==> src/rtl/mc6809_pkg.sv <==
`default_nettype none
// ============================================================================
//  Module      : mc6809_pkg
//  Description : Shared constants for mc6809 bus peripherals: register
//                offsets of the interval timer and CTRL/STATUS bit indices.
//  Revision    : 1.0 - initial release
// ============================================================================
package mc6809_pkg;

    // Register offsets within the 8-byte timer window
    localparam logic [2:0] REG_CTRL     = 3'd0;
    localparam logic [2:0] REG_STATUS   = 3'd1;
    localparam logic [2:0] REG_LATCH_HI = 3'd2;
    localparam logic [2:0] REG_LATCH_LO = 3'd3;
    localparam logic [2:0] REG_COUNT_HI = 3'd4;
    localparam logic [2:0] REG_COUNT_LO = 3'd5;
    localparam logic [2:0] REG_CMD      = 3'd6;

    // CTRL bit indices
    localparam int CTRL_EN      = 0;
    localparam int CTRL_AUTO    = 1;
    localparam int CTRL_IEN     = 2;
    localparam int CTRL_FSEL    = 3;
    localparam int CTRL_PSC_LSB = 4;
    localparam int CTRL_PSC_MSB = 6;

    // STATUS bit indices
    localparam int STATUS_EXP   = 0;
    localparam int STATUS_OVR   = 1;

endpackage : mc6809_pkg
`default_nettype wire

==> src/rtl/mc6809_bus_decode.sv <==
`default_nettype none
// ============================================================================
//  Module      : mc6809_bus_decode
//  Description : Address window compare and read/write strobe generation
//                for an 8-byte responder on the mc6809 CPU bus.
//  Ports       : addr_i    CPU address bus
//                rnw_i     1 = read, 0 = write
//                bus_en_i  one-CLK valid bus cycle strobe
//                sel_o     address falls inside the window
//                reg_o     register offset (ADDR[2:0])
//                rd_o/wr_o qualified read / write strobes
//  Revision    : 1.0 - initial release
// ============================================================================
module mc6809_bus_decode #(
    parameter logic [15:0] BASE_ADDR = 16'hFF00,
    parameter logic [15:0] ADDR_MASK = 16'hFFF8
) (
    input  logic [15:0] addr_i,
    input  logic        rnw_i,
    input  logic        bus_en_i,
    output logic        sel_o,
    output logic [2:0]  reg_o,
    output logic        rd_o,
    output logic        wr_o
);

    assign sel_o = ((addr_i & ADDR_MASK) == BASE_ADDR);
    assign reg_o = addr_i[2:0];
    assign rd_o  = bus_en_i & sel_o & rnw_i;
    assign wr_o  = bus_en_i & sel_o & ~rnw_i;

endmodule : mc6809_bus_decode
`default_nettype wire

==> src/rtl/mc6809_bus_timer.sv <==
`default_nettype none
// ============================================================================
//  Module      : mc6809_bus_timer
//  Description : Memory-mapped 16-bit programmable interval timer on the
//                mc6809 CPU bus, with 2^PSC prescaler, one-shot/auto-reload
//                modes and IRQ/FIRQ routing.
//  Ports       : CLK, RESET      clock, async active-high reset
//                ADDR, RnW       CPU address and direction
//                DIN, BUS_EN     CPU write data, valid bus cycle strobe
//                DOUT, DOE       read data and read-enable (combinational)
//                nIRQ, nFIRQ     registered active-low interrupt requests
//  Revision    : 1.0 - initial release
// ============================================================================
module mc6809_bus_timer
    import mc6809_pkg::*;
#(
    parameter logic [15:0] BASE_ADDR   = 16'hFF00,
    parameter logic [15:0] ADDR_MASK   = 16'hFFF8,
    parameter logic [15:0] RESET_LATCH = 16'hFFFF
) (
    input  logic        CLK,
    input  logic        RESET,
    input  logic [15:0] ADDR,
    input  logic [7:0]  DIN,
    input  logic        RnW,
    input  logic        BUS_EN,
    output logic [7:0]  DOUT,
    output logic        DOE,
    output logic        nIRQ,
    output logic        nFIRQ
);

    logic       sel;
    logic [2:0] bus_reg;
    logic       rd;
    logic       wr;

    mc6809_bus_decode #(
        .BASE_ADDR (BASE_ADDR),
        .ADDR_MASK (ADDR_MASK)
    ) u_decode (
        .addr_i   (ADDR),
        .rnw_i    (RnW),
        .bus_en_i (BUS_EN),
        .sel_o    (sel),
        .reg_o    (bus_reg),
        .rd_o     (rd),
        .wr_o     (wr)
    );

    logic [6:0]  ctrl_q,   ctrl_d;
    logic        exp_q,    exp_d;
    logic        ovr_q,    ovr_d;
    logic [7:0]  hi_buf_q, hi_buf_d;
    logic [15:0] latch_q,  latch_d;
    logic [15:0] cnt_q,    cnt_d;
    logic [7:0]  snap_q,   snap_d;
    logic [6:0]  pre_q,    pre_d;
    logic        nirq_q;
    logic        nfirq_q;

    // CTRL bit 7 does not exist
    logic unused_din7;
    assign unused_din7 = DIN[7];

    logic       en;
    logic       auto_rl;
    logic       ien;
    logic       fsel;
    logic [2:0] psc;
    logic [6:0] psc_mask;
    logic       tick;
    logic       wr_ctrl, wr_status, wr_hi, wr_lo, wr_cmd;
    logic       load;
    logic       ctrl_stop;
    logic       tick_eff;
    logic       expire;
    logic       irq;

    assign en      = ctrl_q[CTRL_EN];
    assign auto_rl = ctrl_q[CTRL_AUTO];
    assign ien     = ctrl_q[CTRL_IEN];
    assign fsel    = ctrl_q[CTRL_FSEL];
    assign psc     = ctrl_q[CTRL_PSC_MSB:CTRL_PSC_LSB];

    // PSC = 7 wraps the shift to zero, giving an all-ones mask (divide by 128)
    assign psc_mask = (7'd1 << psc) - 7'd1;
    assign tick     = en & ((pre_q & psc_mask) == psc_mask);

    assign wr_ctrl   = wr & (bus_reg == REG_CTRL);
    assign wr_status = wr & (bus_reg == REG_STATUS);
    assign wr_hi     = wr & (bus_reg == REG_LATCH_HI);
    assign wr_lo     = wr & (bus_reg == REG_LATCH_LO);
    assign wr_cmd    = wr & (bus_reg == REG_CMD);

    // A counter load or a CTRL write that stops the timer both pre-empt
    // the tick of the same cycle, including its expiry.
    assign load      = (wr_lo & ~en) | (wr_cmd & DIN[0]);
    assign ctrl_stop = wr_ctrl & ~DIN[CTRL_EN];
    assign tick_eff  = tick & ~load & ~ctrl_stop;
    assign expire    = tick_eff & (cnt_q == 16'd0);
    assign irq       = exp_q & ien;

    always_comb begin
        ctrl_d   = ctrl_q;
        hi_buf_d = hi_buf_q;
        latch_d  = latch_q;
        cnt_d    = cnt_q;
        snap_d   = snap_q;
        pre_d    = en ? (pre_q + 7'd1) : 7'd0;

        if (expire && !auto_rl) begin
            ctrl_d[CTRL_EN] = 1'b0;
        end
        if (wr_ctrl) begin
            ctrl_d = DIN[6:0];
        end

        if (wr_hi) begin
            hi_buf_d = DIN;
        end
        if (wr_lo) begin
            latch_d = {hi_buf_q, DIN};
        end

        if (load) begin
            cnt_d = wr_lo ? {hi_buf_q, DIN} : latch_q;
            pre_d = 7'd0;
        end else if (tick_eff) begin
            if (cnt_q != 16'd0) begin
                cnt_d = cnt_q - 16'd1;
            end else if (auto_rl) begin
                cnt_d = latch_q;
            end
        end

        // Snapshot the low byte so a HI-then-LO read pair is coherent
        if (rd && (bus_reg == REG_COUNT_HI)) begin
            snap_d = cnt_q[7:0];
        end

        // Set has priority over write-one-to-clear
        exp_d = expire | (exp_q & ~(wr_status & DIN[STATUS_EXP]));
        ovr_d = (expire & exp_q) | (ovr_q & ~(wr_status & DIN[STATUS_OVR]));
    end

    always_ff @(posedge CLK or posedge RESET) begin
        if (RESET) begin
            ctrl_q   <= 7'd0;
            exp_q    <= 1'b0;
            ovr_q    <= 1'b0;
            hi_buf_q <= 8'd0;
            latch_q  <= RESET_LATCH;
            cnt_q    <= RESET_LATCH;
            snap_q   <= 8'd0;
            pre_q    <= 7'd0;
            nirq_q   <= 1'b1;
            nfirq_q  <= 1'b1;
        end else begin
            ctrl_q   <= ctrl_d;
            exp_q    <= exp_d;
            ovr_q    <= ovr_d;
            hi_buf_q <= hi_buf_d;
            latch_q  <= latch_d;
            cnt_q    <= cnt_d;
            snap_q   <= snap_d;
            pre_q    <= pre_d;
            nirq_q   <= ~(irq & ~fsel);
            nfirq_q  <= ~(irq & fsel);
        end
    end

    assign nIRQ  = nirq_q;
    assign nFIRQ = nfirq_q;
    assign DOE   = sel & RnW;

    always_comb begin
        DOUT = 8'h00;
        if (sel && RnW) begin
            case (bus_reg)
                REG_CTRL:     DOUT = {1'b0, ctrl_q};
                REG_STATUS:   DOUT = {6'd0, ovr_q, exp_q};
                REG_LATCH_HI: DOUT = hi_buf_q;
                REG_LATCH_LO: DOUT = latch_q[7:0];
                REG_COUNT_HI: DOUT = cnt_q[15:8];
                REG_COUNT_LO: DOUT = snap_q;
                default:      DOUT = 8'h00;
            endcase
        end
    end

endmodule : mc6809_bus_timer
`default_nettype wire
==> config.mk <==
export PLATFORM = sky130hd
export DESIGN_NAME = mc6809_bus_timer
export DESIGN_NICKNAME = d
export VERILOG_FILES = /design/src/rtl/mc6809_pkg.sv /design/src/rtl/mc6809_bus_decode.sv /design/src/rtl/mc6809_bus_timer.sv
export SDC_FILE = /design/constraint.sdc
export NUM_CORES = 1
export LEC_CHECK = 0
export ABC_AREA = 0
export BUFFER_PORTS_ARGS = -buffer_cell sky130_fd_sc_hd__buf_2
export CORE_MARGIN = 1
export CORE_UTILIZATION = 55
export CTS_BUF_LIST = sky130_fd_sc_hd__clkbuf_16
export DETAILED_ROUTE_END_ITERATION = 12
export PLACE_DENSITY = 0.8
export SLEW_MARGIN = 10
export SYNTH_ARGS = -nofsm -noshare
export SYNTH_HDL_FRONTEND = slang
export SYNTH_SLANG_ARGS = --single-unit
==> constraint.sdc <==
create_clock -name CLK -period 3.53 [get_ports CLK]
set_input_delay 0.1765 -clock CLK [delete_from_list [all_inputs] [get_ports CLK]]
set_output_delay 0.1765 -clock CLK [all_outputs]
set_load 0.01 [all_outputs]
# Word level (Yosys, flattened, before mapping)
# Cells that the tools add are included.
# W data, S select, Z words.
[totals]
reg_bits = 66
latch_bits = 0
ramBits = 0
rom_bits = 0
output_inout_bits = 11
n_memories = 0
[op_classes]
add_sub_neg = 3
n_mul = 0
div = 0
magnitude_cmp = 0
eq_ne = 8
n_shift = 1
muxes = 11
bitwise_logic = 38
n_reduce_logical = 11
[op_table]
columns = ["op", "n"]
rows = [
  ["$mux W16", 5],
  ["$pmux W8 S6", 1],
  ["$and A1 B1 Y1", 24],
  ["$logic_not A16 Y1", 1],
  ["$reduce_bool A16 Y1", 1],
  ["$sub A16 B1 Y16 const B", 1],
  ["$mux W7", 2],
  ["$eq A13 B13 Y1 const B", 1],
  ["$not A1 Y1", 10],
  ["$eq A3 B3 Y1 const B", 3],
  ["$mux W8", 1],
  ["$add A7 B1 Y7 const B", 1],
  ["$and A7 B7 Y7", 1],
  ["$eq A7 B7 Y1", 1],
  ["$shl A1 B3 Y7 const A", 1],
  ["$sub A7 B1 Y7 const B", 1],
  ["$eq A3 B2 Y1 const B", 2],
  ["$reduce_bool A2 Y1", 2],
  ["$eq A3 B1 Y1 const B", 1],
  ["$logic_and A1 B1 Y1", 3],
  ["$logic_not A3 Y1", 1],
  ["$or A1 B1 Y1", 3],
  ["$reduce_bool A3 Y1", 1],
  ["$mux W1", 2],
  ["2 further kinds", 2],
]

# Depth between registers and ports, before layout
[depth]
ltp_word = 13
depth_mapped = 9
mapped_depth_nobuf = 8

# Modules after synthesis
# From an unflattened synthesis, not the netlist that was laid out.
[unflattened]
hier_cells = 380
area_unflattened_um2 = 3854.9
[by_module_without_submodules]
columns = ["mod", "instances", "cells_each", "area_each_um2"]
rows = [
  ["mc6809_bus_timer", 1, 368, 3764.9],
  ["mc6809_bus_decode", 1, 12, 90.1],
]

# Worst setup path before layout
# No wires, ideal clock.
[synth_path]
path_kind = "reg2reg"
from = "register cnt_q[0]"
to = "register cnt_q[10]"
t_arrival_ns = 2.171
t_required_ns = 3.448
slack_ns = 1.277
stages_incl_launch_ff = 8
path_buffers = 0
path_cell_list = "dfstp_2 inv_1 ha_1 nor4b_1 nand4_2 nor2_1 o21ai_1 mux2_2"
[synth_via]
elab_chain_len = 4
elab_cells_between_ends = 7
classes_between = "add/sub (1); mux (3); reduce/logical (3)"
[synth_rtl]
columns = ["element", "line", "rtl"]
rows = [
  ["start: declaration", "mc6809_bus_timer.sv:56", "logic [15:0] cnt_q, cnt_d;"],
  ["start signal: assignment", "mc6809_bus_timer.sv:165", "cnt_q <= cnt_d;"],
  ["$sub A16 B1 Y16 or $reduce_bool A16 Y1 (tied branches)", "mc6809_bus_timer.sv:131, mc6809_bus_timer.sv:130", ""],
  ["$mux W16", "mc6809_bus_timer.sv:130", "if (cnt_q != 16'd0) begin"],
  ["$mux W16", "mc6809_bus_timer.sv:129", "end else if (tick_eff) begin"],
  ["$mux W16", "mc6809_bus_timer.sv:126", "if (load) begin"],
]
# Several ways; a longest one is shown, not always the timed one. The select of a mux whose other input is x is not followed.
# A chain may end at the register's enable or synchronous reset.

# Worst setup path after layout
[layout_path]
from = "register cnt_q[0]"
to = "register cnt_q[3]"
# The elaborated chain is that of the path after synthesis.

==> results.md <==
Synthesis:
- Counting every instance in the synthesized netlist gives 377.
- The sequential share of the synthesized area is 43.8%.
- In this run, distinct cell masters in the synthesized netlist total 61.
- The average footprint of a synthesized cell is approximately 10 sq um.
- The dominant register cell in the synthesized netlist is sky130_fd_sc_hd__dfstp_2.
- The total of flip-flops plus latches after synthesis is 66.
- Counting flops with an async set or reset pin after synthesis yields a share of 100%.
- For this run, the number of Yosys warnings is 0.
- The synthesized design contains 0 enable-type register cells.
- The net count after synthesis is 408.
- In this run the cell area of the synthesized design comes to 3870 sq um.

Worst setup path:
- Measured in cells, the most critical reg-to-reg path has a length of 8.
- The launch point of the critical path is cnt_q[0]$_DFFE_PP1P_.
- The element type at the critical path start is a flip-flop.
- The most critical setup path has its endpoint at cnt_q[3]$_DFFE_PP1P_.
- The setup path with the least slack is of type reg -> reg.
- For the worst setup path, the data required time is roughly 3.8 ns.
- The highest net fanout along the worst path is 18.
- The endpoint kind of the worst setup timing path is a flip-flop.
- The worst register-to-register path begins at cnt_q[0]$_DFFE_PP1P_.
- The arrival time of data at the critical path endpoint is 2.90 ns.
- The setup slack on the worst flop-to-flop path is 0.91 ns.
- The destination of the worst register-to-register timing path is cnt_q[3]$_DFFE_PP1P_.

Global routing:
- Global routing finished with a remaining overflow of 0.
- The maximum number of pins on one net before global-route repair is 37.
- The first global-routing pass estimated 17,500 microns of wire.
- The via count of the first global-routing pass is 3,451.
- The initial antenna violation count was 0.
- Across every metal layer, demand over resource in global routing totals 31.7%.

Finish:
- The growth of design area from synthesis to finish is 16.3%.
- Summing all non-filler instances in the final layout gives an area of 4500 sq um.
- The post-route netlist has 34.0% of its cells at a drive strength greater than 1.
- The antenna cell count is 0.
- In the final layout, the multi-input gates occupy 2060 sq um.
- The filler cells instantiated in the layout total 515.
- The number of nets at the end of the flow is 447.
- The area taken by flip-flops and latches is approximately 1700 sq um.

Clock tree:
- The total setup buffers inserted after CTS is 0.
- TritonCTS built the clock tree.
- The tree built by TritonCTS fans out to 66 sinks.
- The post-cts repair resize count is 0.
- The number of CTS-inserted buffers is 9.
- The longest clock path from root to sink contains 2 buffers.
- The source-to-sink clock delay at the later pin of the worst-skew pair is 0.34 ns.
- The clock-pin slew on the worst setup and hold paths is roughly 0.060 ns.
- The clock root buffer is sky130_fd_sc_hd__clkbuf_16.
- The H-tree generated during clock tree synthesis spans 3 levels.

STA:
- The summed negative setup slack over all endpoints is 0 ns.
- Across the routed clock network, the largest skew measured is 0.00884 ns.
- The post-route worst hold slack is 0.108 ns.
- The max-slew violation count is 0.
- In the finished design, the share of the clock period the worst path needs comes to 74.3%.
- Setup violations remaining at the end of the flow were counted as 0.
- The post-route minimum period is 2.62 ns.
- The maximum achievable frequency is 381 MHz.
- Headroom to the max-slew limit came out at about 51%.
- For the pin with the worst max-slew slack, the measured transition is approximately 0.73 ns.
- Setup repair after global routing left no endpoint under its margin.
- The count of endpoints failing hold in the final timing report is 0.
- The post-route worst setup slack is 0.906 ns.

Floorplan:
- The top-level I/O count is 39.
- The chip width is between 80 and 90 microns.
- From bottom edge to top edge, the die measures 85.9 microns.
- The number of cell rows is 30.
- For this configuration, the core starts out at a cell density of 57.0%.
- The region available for standard cell placement spans 6790 sq um.
- The area of the die is 7380 sq um.

Hold path:
- The class of the tightest hold or removal check is in -> reg.
- The count of cells along the worst hold path is 2.

Route:
- The average vias per placed instance is approximately 6.5.
- Dividing the detail-routed wire length by the instance count gives roughly 21 microns.
- Before antenna repair, the detailed router went through 5 iterations.
- After detailed routing, the total wire length is 10,800 microns.
- The detailed router finished its first iteration with 369 violations.
- The post-detailed-route DRC marker count is 0.
- The number of nets still failing antenna checks after routing is 0.
- Detailed routing inserted a total of approximately 3,400 vias.

Run status:
- The flow ran to the end, and the final reports show no timing, DRC or antenna violations.

Pwr:
- The combinational power share is 4.2%.
- In this run the static leakage power is 0.00190 uW.
- The worst vdd rail ir drop is 282 uV.
- In this run the power density over the cells is about 400 nW/um^2.
- The power share of the sequential group is 41.1%.
- The internal power is roughly 1500 uW.
- The switching power total is 381 uW.
- The net switching share of the total power is 20.6%.
- The proportion of power drawn by the clock network is 54.7%.

Place:
- In this run the tool buffered the top-level ports with 38 buffer cells.
- The weighted congestion reported at the end of routability-driven placement is roughly 0.95.
- Summing all placed instances gives a cell area of 4160 sq um.
- The placement-stage worst setup slack is 0.978 ns.
- The total half-perimeter wirelength after legalization and detailed placement is around 7500 microns.

Run:
- Across the run, the number of max-cap violations was 0.
## critical path, cell delays in order (launching register included)
cell	delay [ns]
sky130_fd_sc_hd__dfstp_2	0.41
sky130_fd_sc_hd__inv_1	0.10
sky130_fd_sc_hd__ha_1	0.20
sky130_fd_sc_hd__or4b_1	0.57
sky130_fd_sc_hd__nor4_4	0.25
sky130_fd_sc_hd__buf_4	0.28
sky130_fd_sc_hd__nand2b_1	0.16
sky130_fd_sc_hd__a21oi_4	0.36
sky130_fd_sc_hd__a221o_1	0.22
## routing by layer
metal | up-vias | wire, microns | global-route usage [%]
li1 | 1513 | - | -
met1 | 1622 | 4310 | 38.4
met2 | 193 | 5130 | 52.0
met3 | 46 | 972 | 9.53
met4 | 0 | 376 | 14.8
met5 | - | 0 | 0
## kinds of logic (layout without fill, tap and decap cells)
group	count (synthesis)	in the layout	share of synthesized area, %
adders and majority gates	3	3	0.970
buffers and inverters	26	70	2.88
xor gates and xnor gates	11	11	2.49
AOI/OAI and AO/OA	90	90	16.1
DFF	66	66	43.8
and+or+nand+nor	133	133	19.8
muxes	48	48	14.0
## cells in the mapped netlist (6+ instances only)
| library cell | number | area [sq um] |
|---|---|---|
| sky130_fd_sc_hd__mux2i_1 | 7 | 70.1 |
| sky130_fd_sc_hd__inv_1 | 7 | 26.3 |
| sky130_fd_sc_hd__a31oi_1 | 7 | 43.8 |
| sky130_fd_sc_hd__xnor2_1 | 9 | 78.8 |
| sky130_fd_sc_hd__clkbuf_1 | 13 | 48.8 |
| sky130_fd_sc_hd__a211oi_1 | 6 | 45.0 |
| sky130_fd_sc_hd__a22oi_1 | 8 | 60.1 |
| sky130_fd_sc_hd__nand3_1 | 14 | 70.1 |
| sky130_fd_sc_hd__o21ai_0 | 8 | 40.0 |
| sky130_fd_sc_hd__dfrtp_1 | 32 | 801 |
| sky130_fd_sc_hd__a221o_1 | 9 | 90.1 |
| sky130_fd_sc_hd__nand2_1 | 21 | 78.8 |
| sky130_fd_sc_hd__nor4_1 | 8 | 50.1 |
| sky130_fd_sc_hd__nand4_1 | 7 | 43.8 |
| sky130_fd_sc_hd__nor2_1 | 29 | 109 |
| sky130_fd_sc_hd__dfstp_2 | 34 | 893 |
| sky130_fd_sc_hd__a21oi_1 | 27 | 135 |
| sky130_fd_sc_hd__nor3_1 | 10 | 50.1 |
| sky130_fd_sc_hd__mux2_2 | 38 | 428 |
## through the flow
stage,total power (uW),utilization (%),std cells
finish,1850,66.2,517
global route,1900,66.2,517
CTS,1860,66.2,517
detailed placement,848,61.2,500
global placement,847,61.2,500
floorplan,815,-,377
## state kept, by name (all words and copies together), names as in the netlist
name and flops:
nFIRQ 1, snap_q 8, latch_q 16, exp_q 1, nIRQ 1, ctrl_q 7, hi_buf_q 8, ovr_q 1
pre_q 7, cnt_q 16
## placed cells by master (no fill, tap or decap), drive strengths merged, types with 3 or more instances in the layout
| cell | synthesis | layout |
|---|---|---|
| nand3 | 15 | 15 |
| o21ai | 9 | 9 |
| dfstp | 34 | 34 |
| nand4b | 3 | 3 |
| nor2 | 29 | 29 |
| a221o | 9 | 9 |
| dfrtp | 32 | 32 |
| or4 | 4 | 4 |
| mux2 | 41 | 41 |
| inv | 7 | 8 |
| nand2b | 4 | 4 |
| nor4 | 11 | 11 |
| nand4 | 8 | 8 |
| a22oi | 8 | 8 |
| clkinv | 0 | 3 |
| clkbuf | 13 | 9 |
| a21oi | 28 | 28 |
| a211oi | 6 | 6 |
| nand2 | 21 | 21 |
| nor3 | 10 | 10 |
| nor2b | 5 | 5 |
| a31oi | 7 | 7 |
| nand3b | 4 | 4 |
| nor3b | 4 | 4 |
| or3 | 3 | 3 |
| buf | 6 | 46 |
| and2 | 4 | 4 |
| mux2i | 7 | 7 |
| ha | 3 | 3 |
| xnor2 | 9 | 9 |
| bufinv | 0 | 3 |
## layout make-up
class                           instances  share of cell area (%)
Clock buffer                            9                    5.00
Clock inverter                          7                    2.45
Inverter                                7                   0.584
Multi-Input combinational cell        285                    45.9
Sequential cell                        66                    37.6
Tap cell                               96                    2.67
Timing Repair Buffer                   47                    5.78
## what timing repair did
item | CTS | global route
setup endpoints to repair | 0 | 0
hold buffers | 1 | 0
endpoints found under the hold margin | 24 | 0
## worst min-delay path by stage
stage,start,endpoint,slack [ns]
floorplan,DIN[1],ctrl_q[1]$_DFFE_PP0N_,0.33
CTS,DIN[3],ctrl_q[3]$_DFFE_PP0N_,0.10
global route,DIN[3],hi_buf_q[3]$_DFFE_PP0P_,0.10
finish,DIN[3],hi_buf_q[3]$_DFFE_PP0P_,0.11
detailed placement,RESET,pre_q[1]$_DFF_PP0_,0.34
global placement,RESET,ctrl_q[3]$_DFFE_PP0N_,0.33
## power by group through the flow
stage                     Clock, uW  Sequential, uW  Combinational, uW
after floorplan                   0             772               43.1
after global placement            0             773               73.8
after detailed placement          0             773               75.4
after CTS                      1020             761               77.1
after global routing           1050             761               85.4
final                          1010             761               77.2
(Power assumes the default switching activity.)
